## src/rtl/mips32_pkg.sv

```systemverilog
// Shared types and constants for the pipe_MIPS32 front end.
// Opcodes, fetch-state encoding and the fetch-entry bundle.
package mips32_pkg;

    localparam int INSTR_W = 32;

    localparam logic [5:0] OP_HLT  = 6'h3f;
    localparam logic [5:0] OP_ADDI = 6'h0a;
    localparam logic [5:0] OP_LW   = 6'h08;
    localparam logic [5:0] OP_SW   = 6'h09;
    localparam logic [5:0] OP_OR   = 6'h03;

    typedef enum logic [1:0] {
        FETCH,
        HALT_PEND,
        HALTED
    } if_state_t;

    typedef struct packed {
        logic [INSTR_W-1:0] instr;
        logic [31:0]        npc;
    } fetch_entry_t;

    function automatic logic is_hlt(input logic [5:0] op);
        return op == OP_HLT;
    endfunction

endpackage

```

## src/rtl/mips32_if_fifo.sv

```systemverilog
// Prefetch FIFO: DEPTH fetch entries, push/pop/flush, occupancy count.
// Ports: clk, rst_n, push_i, data_i, pop_i, flush_i, head_o, count_o.
module mips32_if_fifo
    import mips32_pkg::*;
#(
    parameter int DEPTH = 4
) (
    input  logic                       clk,
    input  logic                       rst_n,
    input  logic                       push_i,
    input  fetch_entry_t               data_i,
    input  logic                       pop_i,
    input  logic                       flush_i,
    output fetch_entry_t               head_o,
    output logic [$clog2(DEPTH):0]     count_o
);

    localparam int AW = $clog2(DEPTH);
    localparam int CW = AW + 1;

    fetch_entry_t   mem_q [DEPTH];
    logic [AW-1:0]  wr_q;
    logic [AW-1:0]  rd_q;
    logic [CW-1:0]  count_q;
    logic [CW-1:0]  count_d;

    // Flush wins over push; a same-cycle pop still saw the old head.
    always_comb begin
        count_d = count_q + CW'(push_i) - CW'(pop_i);
        if (flush_i) count_d = '0;
    end

    always_ff @(posedge clk) begin
        if (push_i && !flush_i) mem_q[wr_q] <= data_i;
    end

    always_ff @(posedge clk or negedge rst_n) begin
        if (!rst_n) begin
            wr_q    <= '0;
            rd_q    <= '0;
            count_q <= '0;
        end else if (flush_i) begin
            wr_q    <= '0;
            rd_q    <= '0;
            count_q <= '0;
        end else begin
            if (push_i) wr_q <= wr_q + AW'(1);
            if (pop_i)  rd_q <= rd_q + AW'(1);
            count_q <= count_d;
        end
    end

    assign head_o  = mem_q[rd_q];
    assign count_o = count_q;

endmodule

```

## src/rtl/mips32_if_stage.sv

```systemverilog
// Instruction fetch: PC, credit-limited imem reads, prefetch FIFO,
// redirect flush and HLT stop. Ports: clk1, rst_n, imem_req/addr/rdata/
// rvalid, br_taken/target, id_valid/instr/npc/ready, halted.
// Optional MIPS_IF_PERF_EN adds perf_fetch_cnt and perf_flush_cnt.
module mips32_if_stage
    import mips32_pkg::*;
#(
    parameter int DEPTH = 4,
    parameter int PC_W  = 32
) (
    input  logic            clk1,
    input  logic            rst_n,
    output logic            imem_req,
    output logic [PC_W-1:0] imem_addr,
    input  logic [31:0]     imem_rdata,
    input  logic            imem_rvalid,
    input  logic            br_taken,
    input  logic [PC_W-1:0] br_target,
    output logic            id_valid,
    output logic [31:0]     id_instr,
    output logic [PC_W-1:0] id_npc,
    input  logic            id_ready,
    output logic            halted
`ifdef MIPS_IF_PERF_EN
    ,
    output logic [31:0]     perf_fetch_cnt,
    output logic [31:0]     perf_flush_cnt
`endif
);

    localparam int CW = $clog2(DEPTH) + 1;

    if_state_t       state_q;
    logic [PC_W-1:0] pc_q;
    logic            go_q;
    logic            infl_q;
    logic [PC_W-1:0] infl_addr_q;
    logic            halted_q;

    logic [CW-1:0]   count;
    fetch_entry_t    head;
    fetch_entry_t    entry;
    logic [PC_W-1:0] npc_next;
    logic            redirect;
    logic            pop;
    logic            push;
    logic            hlt_push;
    logic            hlt_pop;
    logic            credit;

    always_comb begin
        id_valid = count != '0;
        pop      = id_valid && id_ready;
        hlt_pop  = pop && is_hlt(head.instr[31:26]);
        // A HLT retiring this cycle wins over a late redirect.
        redirect = br_taken && (state_q != HALTED) && !hlt_pop;
        // The kill: a word arriving during a redirect is dropped.
        push     = imem_rvalid && infl_q && !redirect;
        hlt_push = push && is_hlt(imem_rdata[31:26]);
        // Pops free a slot only from the next cycle on.
        credit   = (count + CW'(infl_q)) < CW'(DEPTH);
        imem_req = go_q && (state_q == FETCH) && !redirect
                   && !hlt_push && credit;
        npc_next = infl_addr_q + PC_W'(1);
        entry.instr = imem_rdata;
        entry.npc   = 32'(npc_next);
        id_instr = id_valid ? head.instr : '0;
        id_npc   = id_valid ? head.npc[PC_W-1:0] : '0;
    end

    assign imem_addr = pc_q;
    assign halted    = halted_q;

    mips32_if_fifo #(
        .DEPTH (DEPTH)
    ) u_fifo (
        .clk     (clk1),
        .rst_n   (rst_n),
        .push_i  (push),
        .data_i  (entry),
        .pop_i   (pop),
        .flush_i (redirect),
        .head_o  (head),
        .count_o (count)
    );

    // go_q gives a synchronous release: no request in the reset cycle.
    always_ff @(posedge clk1 or negedge rst_n) begin
        if (!rst_n) begin
            state_q     <= FETCH;
            pc_q        <= '0;
            go_q        <= 1'b0;
            infl_q      <= 1'b0;
            infl_addr_q <= '0;
            halted_q    <= 1'b0;
        end else begin
            go_q        <= 1'b1;
            infl_q      <= imem_req;
            infl_addr_q <= pc_q;
            if (redirect)      pc_q <= br_target;
            else if (imem_req) pc_q <= pc_q + PC_W'(1);
            unique case (state_q)
                FETCH: begin
                    if (hlt_push) state_q <= HALT_PEND;
                end
                HALT_PEND: begin
                    if (hlt_pop) begin
                        state_q  <= HALTED;
                        halted_q <= 1'b1;
                    end else if (redirect) begin
                        state_q <= FETCH;
                    end
                end
                HALTED: state_q <= HALTED;
                default: state_q <= FETCH;
            endcase
        end
    end

`ifdef MIPS_IF_PERF_EN
    logic discard;
    assign discard = redirect && ((count > CW'(pop)) || infl_q);

    always_ff @(posedge clk1 or negedge rst_n) begin
        if (!rst_n) begin
            perf_fetch_cnt <= '0;
            perf_flush_cnt <= '0;
        end else begin
            if (push && (perf_fetch_cnt != '1))
                perf_fetch_cnt <= perf_fetch_cnt + 32'd1;
            if (discard && (perf_flush_cnt != '1))
                perf_flush_cnt <= perf_flush_cnt + 32'd1;
        end
    end
`endif

endmodule

```

## config.mk

```make
export PLATFORM = sky130hd
export DESIGN_NAME = mips32_if_stage
export DESIGN_NICKNAME = d
export VERILOG_FILES = /design/src/rtl/mips32_pkg.sv /design/src/rtl/mips32_if_fifo.sv /design/src/rtl/mips32_if_stage.sv
export SDC_FILE = /design/constraint.sdc
export NUM_CORES = 1
export LEC_CHECK = 0
export CORE_AREA = 2 2 188 190
export DETAILED_ROUTE_END_ITERATION = 6
export DIE_AREA = 0 0 190 192
export SYNTH_ARGS = -nofsm -noshare
export SYNTH_HDL_FRONTEND = slang
export SYNTH_SLANG_ARGS = --single-unit
```

## constraint.sdc

```tcl
create_clock -name clk1 -period 4.4 [get_ports clk1]
set_input_delay 0.44 -clock clk1 [delete_from_list [all_inputs] [get_ports clk1]]
set_output_delay 0.44 -clock clk1 [all_outputs]
set_load 0.02 [all_outputs]
```

==> results by group <==
Critical path
  – Critical Path Source Type: flip-flop
  – Critical Path End Type: output port
  – Reg-to-reg slack, setup: between 1 and 1.5 ns
  – R2r startpoint: u_fifo.rd_q[0]
  – R2r endpoint: u_fifo.count_o[2]
  – Critical path startpoint: u_fifo.rd_q[0]
  – Worst EP arrival: approximately 3.0 ns
  – CP max FO: 17
  – Required time of the critical path: between 3 and 4 ns
  – R2R cell count: 11
  – CP Class: reg2out
  – Worst Setup EP: imem_req

Clock tree
  – # clock sinks: 332
  – Clock latency on the worst-skew pair: between 0.5 and 0.6 ns
  – Cts repair resizes: 0
  – Cts bufs inserted: 35
  – CTS Buffer Depth: 3
  – CTS tree: done
  – Hold buffers post-CTS: 1
  – CTS Root Cell: clkbuf_16
  – Worst-path clk slew: 0.06 ns
  – CTS H-tree depth: 2
  – Number of setup buffers added after CTS: 0

Die
  – Chip height: about 190 um
  – Core ar.: between 30000 and 40000 um2
  – Die area: 36500 um2
  – Die width: 190 um
  – Effective utilization at floorplan: roughly two fifths
  – Num rows: between 60 and 70
  – IO Count: about 170

Placed design
  – Dpl hpwl: about 17000 um
  – Worst slack at placement: about 1.2 ns
  – Buffers on Ports: 167
  – GPL Wtd Cong: about 0.72

Synthesis
  – Seq/Total Area, Yosys: 70.6%
  – FF+latch count, synth: between 300 and 400
  – Mean Syn Cell Area: ~17 um2
  – Async set-reset flop share out of synthesis: roughly 23%
  – Net Count, Synth: 891
  – Synth Instances: slightly above 800
  – Post-Syn Area: between 10000 and 15000 um2
  – Main flop type after synthesis: edfxtp_1
  – Largest area contributor in the netlist: edfxtp_1
  – Count of cell types in the netlist: 49
  – Number of enable flip-flop cells after synthesis: 256
  – Area fraction of the dominant cell type after synthesis: approximately 57%
  – Ys Warns: 0
  – Ranking of synthesized cells by area: edfxtp_1 57%, dfrtp_1 14%, mux4_2 11%

Power
  – Net Switching: between 2 and 2.5 mW
  – Peak supply drop: ~0.34 mV
  – Clock share of power: 31.5%
  – Internal: about 6.3 mW
  – Power Dens Cells: between 500 and 600 nW/um2
  – Total power: around 8.6 mW
  – Combinational fraction of design power: 28.3%
  – Sw frac: 27.6%
  – Pleak: 6.03 nW
  – Part of the power in registers: between 40% and 50%

Worst hold path
  – HP Class: reg2reg

STA
  – Fmax: 0.291 GHz
  – WHS: about 0.45 ns
  – Final Hold Viols: 0
  – Clk_skew: ~0.02 ns
  – Max Slew Vio Count: 0
  – Max transition margin: just over 30%
  – Crit share post-route: between 70% and 80%
  – Sum Neg Setup Slack: 0 ns
  – Final setup margin: approximately 0.96 ns
  – RSZ-0062 raised after global routing: false
  – Slew of the pin with the lowest slew margin: between 1 and 1.5 ns
  – Setup Viol. Count Final: 0
  – Period minus WS final: 3.44 ns

Final layout
  – ANT cells: 0
  – Storage element area: between 9000 and 10000 um2
  – Multi-input combinational cell area: roughly 3800 um2
  – Layout cells sized above 1: between 10% and 20%
  – Most frequent cells in the layout: 256 x edfxtp_1, 166 x clkdlybuf4s50_1, 74 x dfrtp_1
  – P&R area growth vs syn: 24.2%
  – Most common cell after layout, fill and taps aside: edfxtp_1
  – FILL cells: 2926
  – Net count, final: between 1000 and 1500

GRT
  – GRT Total Usage: between 10% and 20%
  – Vias in the first global route: between 7000 and 8000
  – First-pass GRT wire length: about 43000 um
  – GRT overflow: 0
  – Initial antenna violation count: 0
  – Pin count of the biggest net entering global routing: 66

Route
  – Post-Route WL: 27600 um
  – Vias: 7463
  – Starting DRT DRC Count: ~440
  – # DRC: 0
  – Antenna viol nets, final: 0
  – Pre-Repair DR Iteration Count: 4
  – Wire per inst: between 15 and 20 um
  – DR vias/cell: 5.07

Run
  – Max cap viols: 0

Outcome
  – Status: finished clean
==> metrics by stage <==
stage          utilization [%]  area (um2)  instances
2_1_floorplan                -       13600        813
3_3_place_gp              46.1       15800       1409
3_5_place_dp              46.1       15800       1409
4_1_cts                   49.2       16900       1473
5_1_grt                   49.2       16900       1473
6_report                  49.2       16900       1473
==> synth_stat cells, types with 2 or more instances <==
cell type,n
edfxtp_1,256
dfrtp_1,76
and2_1,69
mux4_2,64
nor2_1,55
xor2_1,34
nand2_1,28
nand4_1,22
nand3_1,20
xnor2_1,20
a21oi_1,19
clkbuf_1,17
and3_1,14
inv_1,14
buf_2,13
o21ai_0,13
a31oi_1,12
or3_1,11
ha_1,8
and4_1,6
nor3_1,5
nand3b_1,3
or4_1,3
buf_1,2
buf_4,2
mux2_2,2
nand4_2,2
nor4_1,2
==> flip-flops by register name, indices dropped and copies added (netlist names) <==
name	cells
state_q	2
infl_q	1
u_fifo.wr_q	2
u_fifo.mem_q	256
halted	1
go_q	1
infl_addr_q	32
imem_addr	32
u_fifo.rd_q	2
u_fifo.count_o	3
==> metal layers <==
| metal | global-route usage [%] | up-vias | part of all wire (%) |
|---|---|---|---|
| met4 | 4.05 | 0 | 1.8 |
| met3 | 2.92 | 36 | 5.1 |
| met5 | 0 | - | 0 |
| met1 | 21.9 | 3766 | 47 |
| li1 | - | 3460 | - |
| met2 | 24.6 | 201 | 46 |
==> power by group through the flow <==
| stage | combinational (mW) | clock, mW | sequential (mW) |
|---|---|---|---|
| 5_1_grt | 2.62 | 2.92 | 3.49 |
| 4_1_cts | 2.51 | 2.79 | 3.48 |
| 2_1_floorplan | 1.55 | 0 | 3.48 |
| 3_3_place_gp | 2.50 | 0 | 3.55 |
| 6_report | 2.44 | 2.72 | 3.48 |
| 3_5_place_dp | 2.51 | 0 | 3.55 |
==> cell families after synthesis <==
kind of cell	synth area share, %
AND/OR/NAND/NOR	9.90
flip-flops	70.6
adder cells (fa/ha/maj)	0.884
AO/OA/AOI/OAI	2.71
buffers and inverters	1.57
other	0.0276
multiplexers	10.8
XOR/XNOR	3.48
==> worst min-delay path by stage <==
stage,from,cells after the start,to,slack (ns)
6_report,imem_addr[31],0,infl_addr_q[31],0.45
3_3_place_gp,imem_addr[31],0,infl_addr_q[31],0.43
4_1_cts,imem_addr[31],0,infl_addr_q[31],0.45
3_5_place_dp,imem_addr[31],0,infl_addr_q[31],0.43
5_1_grt,imem_addr[31],0,infl_addr_q[31],0.47
2_1_floorplan,rst_n,0,go_q,0.14
==> critical path: stages (launching register included) <==
cell	delay [ns]
dfrtp_4	0.62
mux4_2	0.41
nand4_1	0.19
o211ai_1	0.41
and2_1	0.23
clkdlybuf4s50_1	0.62
==> layout make-up <==
class	count	share of cell area, %
inverter	14	0.312
clock inverter	12	0.579
multi-input combinational	432	22.5
timing repair buffer	177	10.7
clock buffer	51	5.67
tap	455	3.37
sequential	332	56.9
(Power assumes the default switching activity.)
